===== src/rtl/julia_dispatcher.sv =====
// julia_dispatcher: host-side controller for one julia_worker.
// Sweeps every pixel of a frame in raster order, starts the worker on each pixel,
// collects its address/color result, writes it to the frame buffer through a
// write/waitrequest master and then releases the worker by dropping MC_busy.
// A watchdog abandons a pixel whose worker never answers and writes it black.
module julia_dispatcher #(
    parameter int H_RES   = 640,
    parameter int V_RES   = 480,
    parameter int WIDTH   = 22,
    parameter int TIMEOUT = 4096
) (
    input  logic             clk,
    input  logic             rst,
    input  logic             frame_start,
    input  logic [WIDTH-1:0] c_real_in,
    input  logic [WIDTH-1:0] c_imag_in,
    output logic             frame_busy,
    output logic             frame_done,
    output logic             timeout_err,
    output logic [9:0]       x,
    output logic [9:0]       y,
    output logic [WIDTH-1:0] c_real_out,
    output logic [WIDTH-1:0] c_imag_out,
    output logic             JW_start,
    input  logic             JW_ready,
    input  logic             JW_done,
    input  logic [31:0]      address,
    input  logic [31:0]      color,
    output logic             MC_busy,
    output logic             mem_write,
    output logic [31:0]      mem_addr,
    output logic [31:0]      mem_wdata,
    input  logic             mem_waitreq
);

    localparam int              WD_W    = (TIMEOUT > 1) ? $clog2(TIMEOUT) : 1;
    localparam logic [WD_W-1:0] WD_LAST = WD_W'(TIMEOUT - 1);
    localparam logic [9:0]      X_LAST  = 10'(H_RES - 1);
    localparam logic [9:0]      Y_LAST  = 10'(V_RES - 1);
    localparam logic [31:0]     H_RES_W = 32'(H_RES);

    typedef enum logic [2:0] {
        IDLE,
        WAIT_RDY,
        START,
        WAIT_DONE,
        WRITE,
        ACK
    } state_t;

    state_t          state;
    state_t          next_state;
    logic [WD_W-1:0] wd_count;
    logic            last_pixel;
    logic            wd_expired;
    logic [31:0]     pixel_offset;

    assign last_pixel   = (x == X_LAST) && (y == Y_LAST);
    assign wd_expired   = (wd_count == WD_LAST);
    // Byte address of the current pixel, used only when the worker never answered
    assign pixel_offset = (({22'd0, y} * H_RES_W) + {22'd0, x}) << 2;

    // State register; reset abandons any frame in progress
    always_ff @(posedge clk or posedge rst) begin
        if (rst) begin
            state <= IDLE;
        end else begin
            state <= next_state;
        end
    end

    // Next-state decode plus the handshake strobes, which are pure functions of state
    always_comb begin
        next_state = state;
        JW_start   = 1'b0;
        mem_write  = 1'b0;
        MC_busy    = 1'b1;
        case (state)
            IDLE: begin
                if (frame_start) begin
                    next_state = WAIT_RDY;
                end
            end
            WAIT_RDY: begin
                if (JW_ready) begin
                    next_state = START;
                end
            end
            START: begin
                JW_start   = 1'b1;
                next_state = WAIT_DONE;
            end
            WAIT_DONE: begin
                if (JW_done || wd_expired) begin
                    next_state = WRITE;
                end
            end
            WRITE: begin
                mem_write = 1'b1;
                if (!mem_waitreq) begin
                    next_state = ACK;
                end
            end
            ACK: begin
                MC_busy    = 1'b0;
                next_state = last_pixel ? IDLE : WAIT_RDY;
            end
            default: begin
                next_state = IDLE;
            end
        endcase
    end

    // Frame bookkeeping: constants, pixel counters, watchdog, captured result and status flags
    always_ff @(posedge clk or posedge rst) begin
        if (rst) begin
            x           <= '0;
            y           <= '0;
            c_real_out  <= '0;
            c_imag_out  <= '0;
            frame_busy  <= 1'b0;
            frame_done  <= 1'b0;
            timeout_err <= 1'b0;
            mem_addr    <= '0;
            mem_wdata   <= '0;
            wd_count    <= '0;
        end else begin
            frame_done <= 1'b0;
            case (state)
                IDLE: begin
                    if (frame_start) begin
                        c_real_out  <= c_real_in;
                        c_imag_out  <= c_imag_in;
                        timeout_err <= 1'b0;
                        x           <= '0;
                        y           <= '0;
                        frame_busy  <= 1'b1;
                    end
                end
                START: begin
                    wd_count <= '0;
                end
                WAIT_DONE: begin
                    if (JW_done) begin
                        mem_addr  <= address;
                        mem_wdata <= color;
                    end else if (wd_expired) begin
                        timeout_err <= 1'b1;
                        mem_addr    <= pixel_offset;
                        mem_wdata   <= '0;
                    end else begin
                        wd_count <= wd_count + WD_W'(1);
                    end
                end
                ACK: begin
                    if (last_pixel) begin
                        x          <= '0;
                        y          <= '0;
                        frame_busy <= 1'b0;
                        frame_done <= 1'b1;
                    end else if (x == X_LAST) begin
                        x <= '0;
                        y <= y + 10'd1;
                    end else begin
                        x <= x + 10'd1;
                    end
                end
                default: begin
                end
            endcase
        end
    end

endmodule

===== config.mk =====
export PLATFORM = sky130hd
export DESIGN_NAME = julia_dispatcher
export DESIGN_NICKNAME = d
export VERILOG_FILES = /design/src/rtl/julia_dispatcher.sv
export SDC_FILE = /design/constraint.sdc
export NUM_CORES = 1
export LEC_CHECK = 0
export ABC_AREA = 0
export CORE_MARGIN = 4
export CORE_UTILIZATION = 35
export DETAILED_ROUTE_END_ITERATION = 16
export PLACE_DENSITY = 0.77
export SLEW_MARGIN = 30
export SYNTH_ARGS = -nofsm -noshare
export SYNTH_HDL_FRONTEND = slang
export SYNTH_SLANG_ARGS = --single-unit

===== constraint.sdc =====
create_clock -name clk -period 4.92 [get_ports clk]
set_input_delay 0.738 -clock clk [delete_from_list [all_inputs] [get_ports clk]]
set_output_delay 0.738 -clock clk [all_outputs]
set_load 0.02 [all_outputs]

==> results of run 1 <==
## cell usage after synthesis, types with 3 or more instances
cell      number  area (um2)
dfrtp_1      146        3650
a22o_1        46         403
mux2_2        44         495
nand2_1       39         146
nor2_1        38         143
o21ai_0       32         160
ha_1          22         275
xor2_1        21         184
a21oi_1       18        90.1
nand3_1       16        80.1
clkbuf_1      15        56.3
inv_1         12        45.0
nand4_1       11        68.8
buf_2         10        50.1
mux2i_1       10         100
o21ai_1        9        45.0
and3_1         8        50.1
nand2b_1       6        37.5
nor2b_1        6        37.5
xnor2_1        6        52.6
nor3_1         4        20.0
or3_1          4        25.0
a21o_1         3        22.5
and2_1         3        18.8
nor4_1         3        18.8
## logic make-up (layout without fill, tap and decap cells)
family	Yosys count	after routing
mux	55	55
fa+ha+maj	24	24
flops	146	146
simple gates	163	163
xor+xnor	27	27
buf+inv	39	298
compound gates	135	135
## worst max-delay path: stages, from the launching register on
cell and delay, ps:
dfrtp_1 470, nand2b_1 260, nor2_1 640, clkdlybuf4s50_1 770
## flip-flops by register name, indices dropped and copies added (netlist names)
register and cells:
mem_addr 32, mem_wdata 32, c_imag_out 22, c_real_out 22
wd_count 12, x 10, y 10, state 3
frame_busy 1, frame_done 1, timeout_err 1
## worst paths after layout
kind	from	endpoint	slack (ps)	cells past startpoint
max	state[2]$_DFFE_PP0P_	JW_start	1630	3
min	mem_addr[7]$_DFFE_PP0P_	mem_addr[7]$_DFFE_PP0P_	480	2
max reg2reg	y[1]$_DFFE_PP0P_	mem_addr[21]$_DFFE_PP0P_	1740	9
min reg2reg	mem_addr[7]$_DFFE_PP0P_	mem_addr[7]$_DFFE_PP0P_	480	2
max in group asynchronous	rst	mem_addr[18]$_DFFE_PP0P_	3120	3
min in group asynchronous	rst	c_imag_out[3]$_DFFE_PP0P_	840	2
## cell type report
class	instances	area, um2	area share (%)
inverter	13	53.8	0.527
clock inverter	13	126	1.24
timing repair buffer	253	2540	24.8
multi-input combinational	404	3070	30.1
tap	260	325	3.19
sequential	146	3650	35.8
clock buffer	19	443	4.34
## power by group through the flow
stage	combinational, mW	sequential [mW]	clock (mW)
floorplan	0.763	2.44	0
global route	2.62	2.02	1.34
finish	2.47	1.96	1.25
global placement	2.43	1.96	0
CTS	2.49	1.96	1.29
detailed placement	2.48	1.97	0
## metal layers
| metal | wire (um) | part of all wire (%) |
|---|---|---|
| met4 | 423 | 2.0 |
| met3 | 1270 | 6.1 |
| met2 | 10200 | 49 |
| met5 | 0 | 0 |
| met1 | 8870 | 43 |
==> impl_metrics.py, run 1 <==
metrics = {
    "yosys": {
        "syn_inst": 589,
        "synth_async_sr_flop_share_pct": 100,
        "synth_mux_area_share_pct": 9.00,
        "synthAdderAreaFrac_pct": 4.59,
        "ys_types": 72,
        "yosys_warnings": 0,
        "synth_top_family_by_area": "compound AO/OA/AOI/OAI gates",
        "synthesis.nets": 727,
        "synth_edf_count": 0,
        "synth_flop_cell": "dfrtp_1",
        "synth_area_um2": 6870,
        "synth_xor_area_share_pct": 3.44,
        "synth_compound_area_share_pct": 14.4,
        "ys_ff_latch": 146,
        "postSynthAreaPerCell_um2": 11.7,
        "yosysSeqAreaShare_pct": 53.2,
        "synthSimpleGateAreaFrac_pct": 13.1,
    },
    "sta": {
        "worst-slew-pin-transition_ps": 790,
        "hold_viol_final": 0,
        "drv_slew": 0,
        "finalSetupViolations": 0,
        "rsz0062_at_grt": "no",
        "finalCritPeriodShare_pct": 66.9,
        "fin_skew_ps": 10.7,
        "max_clock_freq_mhz": 304,
        "finalCriticalPeriod_ps": 3290,
        "tns_ps": 0,
        "slew_headroom_pct": 47.1,
        "whs_ps": 479,
        "worst_slack_ps": 1630,
    },
    "run": {
        "cap_violations": 0,
    },
    "clock_tree": {
        "cts-buffers-inserted": 17,
        "cts_setup_buffers": 0,
        "path_clk_slew_ps": 70,
        "cts_tree": "yes",
        "ctsResizeCount": 0,
        "clockBufferDepth": 2,
        "htree_levels": 4,
        "clk_latency_ps": 420,
        "ctsHoldBuffers": 0,
        "numClockSinks": 146,
        "root_buffer": "clkbuf_16",
    },
    "place": {
        "pre_cts_slack_ps": 1630,
        "port-buffer-count": 247,
        "dpl.cell_count": 1075,
        "placed_area_um2": 9620,
        "routabilityCongestion": 0.833,
        "place_hpwl_um": 15500,
    },
    "pwr": {
        "total_power_mw": 5.68,
        "p_per_area_nw_per_um2": 556,
        "p_clk_share_pct": 22.1,
        "seqPwrFrac_pct": 34.5,
        "combPwrFrac_pct": 43.4,
        "internal_power_mw": 3.61,
        "p_leak_nw": 4.45,
        "p_sw_share_pct": 36.4,
        "vdd_drop_max_v": 0.000288,
        "p_sw_mw": 2.06,
    },
    "grt": {
        "grt_pass1_vias": 5761,
        "grt_overflow": 0,
        "grt_use_met2_pct": 30.7,
        "grt_pass1_wl_um": 32400,
        "antenna_found_initial": 0,
        "grt_busiest_layer": "met2",
        "grt_usage_pct": 18.7,
        "gr-usage-met1_pct": 25.0,
        "grt_max_degree": 80,
        "grt.met3_usage_pct": 4.42,
    },
    "min_path": {
        "min_path_type": "reg -> reg",
    },
    "drt": {
        "via_per_inst": 5.11,
        "detail-route-antenna-nets": 0,
        "drt-initial-drc-count": 363,
        "finalWirelength_um": 20800,
        "drt-wirelength-per-cell_um": 18.7,
        "dr.pass1.iters": 4,
        "drc": 0,
        "vias": 5660,
    },
    "outcome": {
        "outcome": "complete, no violations",
    },
    "worst_setup_path": {
        "worstSetupStartpointType": "flop",
        "path_class": "reg -> out",
        "cp-end-kind": "output pin",
        "cp.arrival_ps": 2550,
        "cp_max_fo": 11,
        "cp.required_ps": 4180,
    },
    "floorplan": {
        "num_rows": 50,
        "die_x_um": 148,
        "ioPinCount": 248,
        "chipHeight_um": 148,
        "fp.coreArea_um2": 19000,
        "fp.dieArea_um2": 21900,
        "start_util_pct": 36.1,
    },
    "layout": {
        "nFillCells": 1719,
        "mostFrequentLayoutCells": "clkdlybuf4s50_1 (247), dfrtp_1 (146), a22o_1 (46), mux2_2 (44), nand2_1 (38)",
        "final_cell_count_no_fill": 1108,
        "nNetsFinal": 973,
        "layout-drive-gt1-share_pct": 12.1,
        "stdcell_area_um2": 10200,
        "layout_commonest_cell": "clkdlybuf4s50_1",
        "fin_util_pct": 53.7,
        "n_antenna_cell": 0,
        "area_delta_synth_final_pct": 48.7,
    },
}
(Power assumes the default switching activity.)
==> run 2, diff against run 1 <==
clock period = 2.76 ns   (was 4.92 ns; I/O delays follow)
==> run 2 against run 1 <==
Effect of this change: global-route usage down 0.38 points; power up 82%; combinational power up 81%; setup slack worse by 1600 ps; highest routed layer unchanged.
==> impl_metrics.py, run 2 (synthesis results as in run 1) <==
metrics = {
    "clock_tree": {
        "cts-buffers-inserted": 17,
        "root_buffer": "clkbuf_16",
        "htree_levels": 4,
        "clockBufferDepth": 2,
        "numClockSinks": 146,
        "ctsHoldBuffers": 0,
        "clk_latency_ps": 420,
        "path_clk_slew_ps": 60,
        "cts_tree": "yes",
    },
    "sta": {
        "worst_slack_ps": 56.0,
        "slew_headroom_pct": 56.8,
        "rsz0062_at_grt": "yes",
        "hold_viol_final": 0,
        "max_clock_freq_mhz": 370,
        "finalSetupViolations": 0,
        "tns_ps": 0,
        "fin_skew_ps": 19.4,
        "worst-slew-pin-transition_ps": 646,
        "finalCritPeriodShare_pct": 98.0,
        "finalCriticalPeriod_ps": 2700,
        "whs_ps": 340,
        "drv_slew": 0,
    },
    "floorplan": {
        "chipHeight_um": 148,
        "die_x_um": 148,
        "fp.coreArea_um2": 19000,
        "fp.dieArea_um2": 21900,
        "num_rows": 50,
        "ioPinCount": 248,
        "start_util_pct": 36.1,
    },
    "worst_setup_path": {
        "r2r_cells": 9,
        "cp-endpoint": "mem_addr[20]$_DFFE_PP0P_",
        "worstSetupStartpointType": "flop",
        "path_delay_family": "simple AND/OR/NAND/NOR gates",
        "cp_slowest_cell": "or4_1",
        "r2r-start": "y[1]$_DFFE_PP0P_",
        "regToRegSetupSlack_ps": 60,
        "cp.arrival_ps": 3050,
        "path_class": "reg -> reg",
        "r2r-end": "mem_addr[20]$_DFFE_PP0P_",
        "cpMostUsedCell": "ha_4",
        "cpPeakStageDelay_ps": 470,
        "cp_max_fo": 4,
        "crit_chain": "ha_4 -> ha_4 -> fa_2 -> a211o_1 -> and3_4 -> o311ai_4 -> nand2_2 -> or4_1 -> nand3_1",
        "cp-end-kind": "flop",
        "crit_start": "y[1]$_DFFE_PP0P_",
        "crit_cells": 9,
        "critPathBufInv": 0,
        "cp.required_ps": 3110,
    },
    "grt": {
        "grt_usage_pct": 18.4,
        "grt_pass1_vias": 5854,
        "grt_overflow": 0,
        "antenna_found_initial": 0,
        "grt_max_degree": 49,
        "grt_pass1_wl_um": 32100,
    },
    "pwr": {
        "seqPwrFrac_pct": 33.4,
        "p_sw_mw": 3.63,
        "internal_power_mw": 6.71,
        "vdd_drop_max_v": 0.000465,
        "p_sw_share_pct": 35.1,
        "combPwrFrac_pct": 43.2,
        "p_leak_nw": 4.62,
        "p_per_area_nw_per_um2": 978,
        "p_clk_share_pct": 23.4,
    },
    "drt": {
        "vias": 5697,
        "dr.pass1.iters": 4,
        "drt-wirelength-per-cell_um": 18.1,
        "detail-route-antenna-nets": 0,
        "drt-initial-drc-count": 208,
        "finalWirelength_um": 20600,
        "drc": 0,
        "via_per_inst": 5.01,
    },
    "layout": {
        "nNetsFinal": 1004,
        "layout-drive-gt1-share_pct": 16.8,
        "mostFrequentLayoutCells": "clkdlybuf4s50_1 (247), dfrtp_1 (141), a22o_1 (46), mux2_2 (44)",
        "n_antenna_cell": 0,
        "layout_commonest_cell": "clkdlybuf4s50_1",
        "area_delta_synth_final_pct": 53.9,
        "top_regs": "mem_addr x32, mem_wdata x32",
    },
    "place": {
        "port-buffer-count": 247,
        "pre_cts_slack_ps": 46.0,
        "place_hpwl_um": 15500,
        "routabilityCongestion": 0.770,
    },
    "run": {
        "cap_violations": 0,
    },
    "outcome": {
        "outcome": "complete, no violations",
    },
    "min_path": {
        "min_path_type": "in -> async",
    },
}
==> run 2: cell types whose count changed in the layout (fill, tap and decap cells not counted), moves of 2 or more <==
cell / change
bufinv_16: +3
dfrtp_1: -5
dfrtp_2: +5
ha_4: +3
inv_6: -3
buf_4: +30
buf_12: +2
ha_1: -4
==> run 2: worst register-to-register path, delay by kind of cell, from the launching register on <==
family / cells / cell delay, ps
and+or+nand+nor: 4 / 880
AOI/OAI and AO/OA: 2 / 580
adders and majority gates: 3 / 760
DFF: 1 / 420
==> run 2: final cells by class <==
cell class | instances | area [um2]
fillers | 1648 | 8450
flip-flops and latches | 146 | 3660
multi-input cells | 404 | 3150
repair buffers | 284 | 2780
clock buffers | 17 | 425
well taps | 260 | 325
clock inverters | 13 | 186
inverters | 13 | 52.6
==> run 2: power groups by stage <==
stage	Clock (mW)	Sequential [mW]	Combinational [mW]
6_report	2.42	3.45	4.46
5_1_grt	2.55	3.57	4.72
4_1_cts	2.47	3.45	4.51
3_5_place_dp	0	3.48	4.48
3_3_place_gp	0	3.43	4.44
2_1_floorplan	0	4.35	1.36
==> run 2: stage by stage <==
stage | cell area, um2 | instances | util (%) | power (mW)
global route | 10600 | 1137 | 55.6 | 10.8
floorplan | 6910 | 589 | - | 5.71
detailed placement | 9880 | 1103 | 51.9 | 7.97
global placement | 9880 | 1103 | 51.9 | 7.87
finish | 10600 | 1137 | 55.6 | 10.3
CTS | 10500 | 1133 | 55.2 | 10.4
==> run 2: routing by layer <==
metal  vias to the layer above  global-route usage [%]  part of all wire [%]
met4                         0                    4.76                   1.5
met1                      2798                    24.0                    44
met5                         -                       0                     0
met2                       177                    30.6                    49
met3                        17                    4.75                   5.6
li1                       2705                       -                     -
==> run 2: worst min-delay path by stage <==
stage	startpoint	to	slack, ps
6_report	rst	c_real_out[16]$_DFFE_PP0P_	340
5_1_grt	rst	c_real_out[20]$_DFFE_PP0P_	350
4_1_cts	rst	c_real_out[16]$_DFFE_PP0P_	330
3_5_place_dp	mem_addr[22]$_DFFE_PP0P_	mem_addr[22]$_DFFE_PP0P_	460
3_3_place_gp	mem_addr[22]$_DFFE_PP0P_	mem_addr[22]$_DFFE_PP0P_	450
2_1_floorplan	state[2]$_DFFE_PP0P_	state[1]$_DFFE_PP0P_	500
==> run 2: timing repair <==
item / in CTS / in global routing
setup buffers: 0 / 4
gates resized for setup: 1 / 9
setup endpoints to repair: 1 / 3
pin swaps: 0 / 3
hold endpoints to repair: 0 / 0
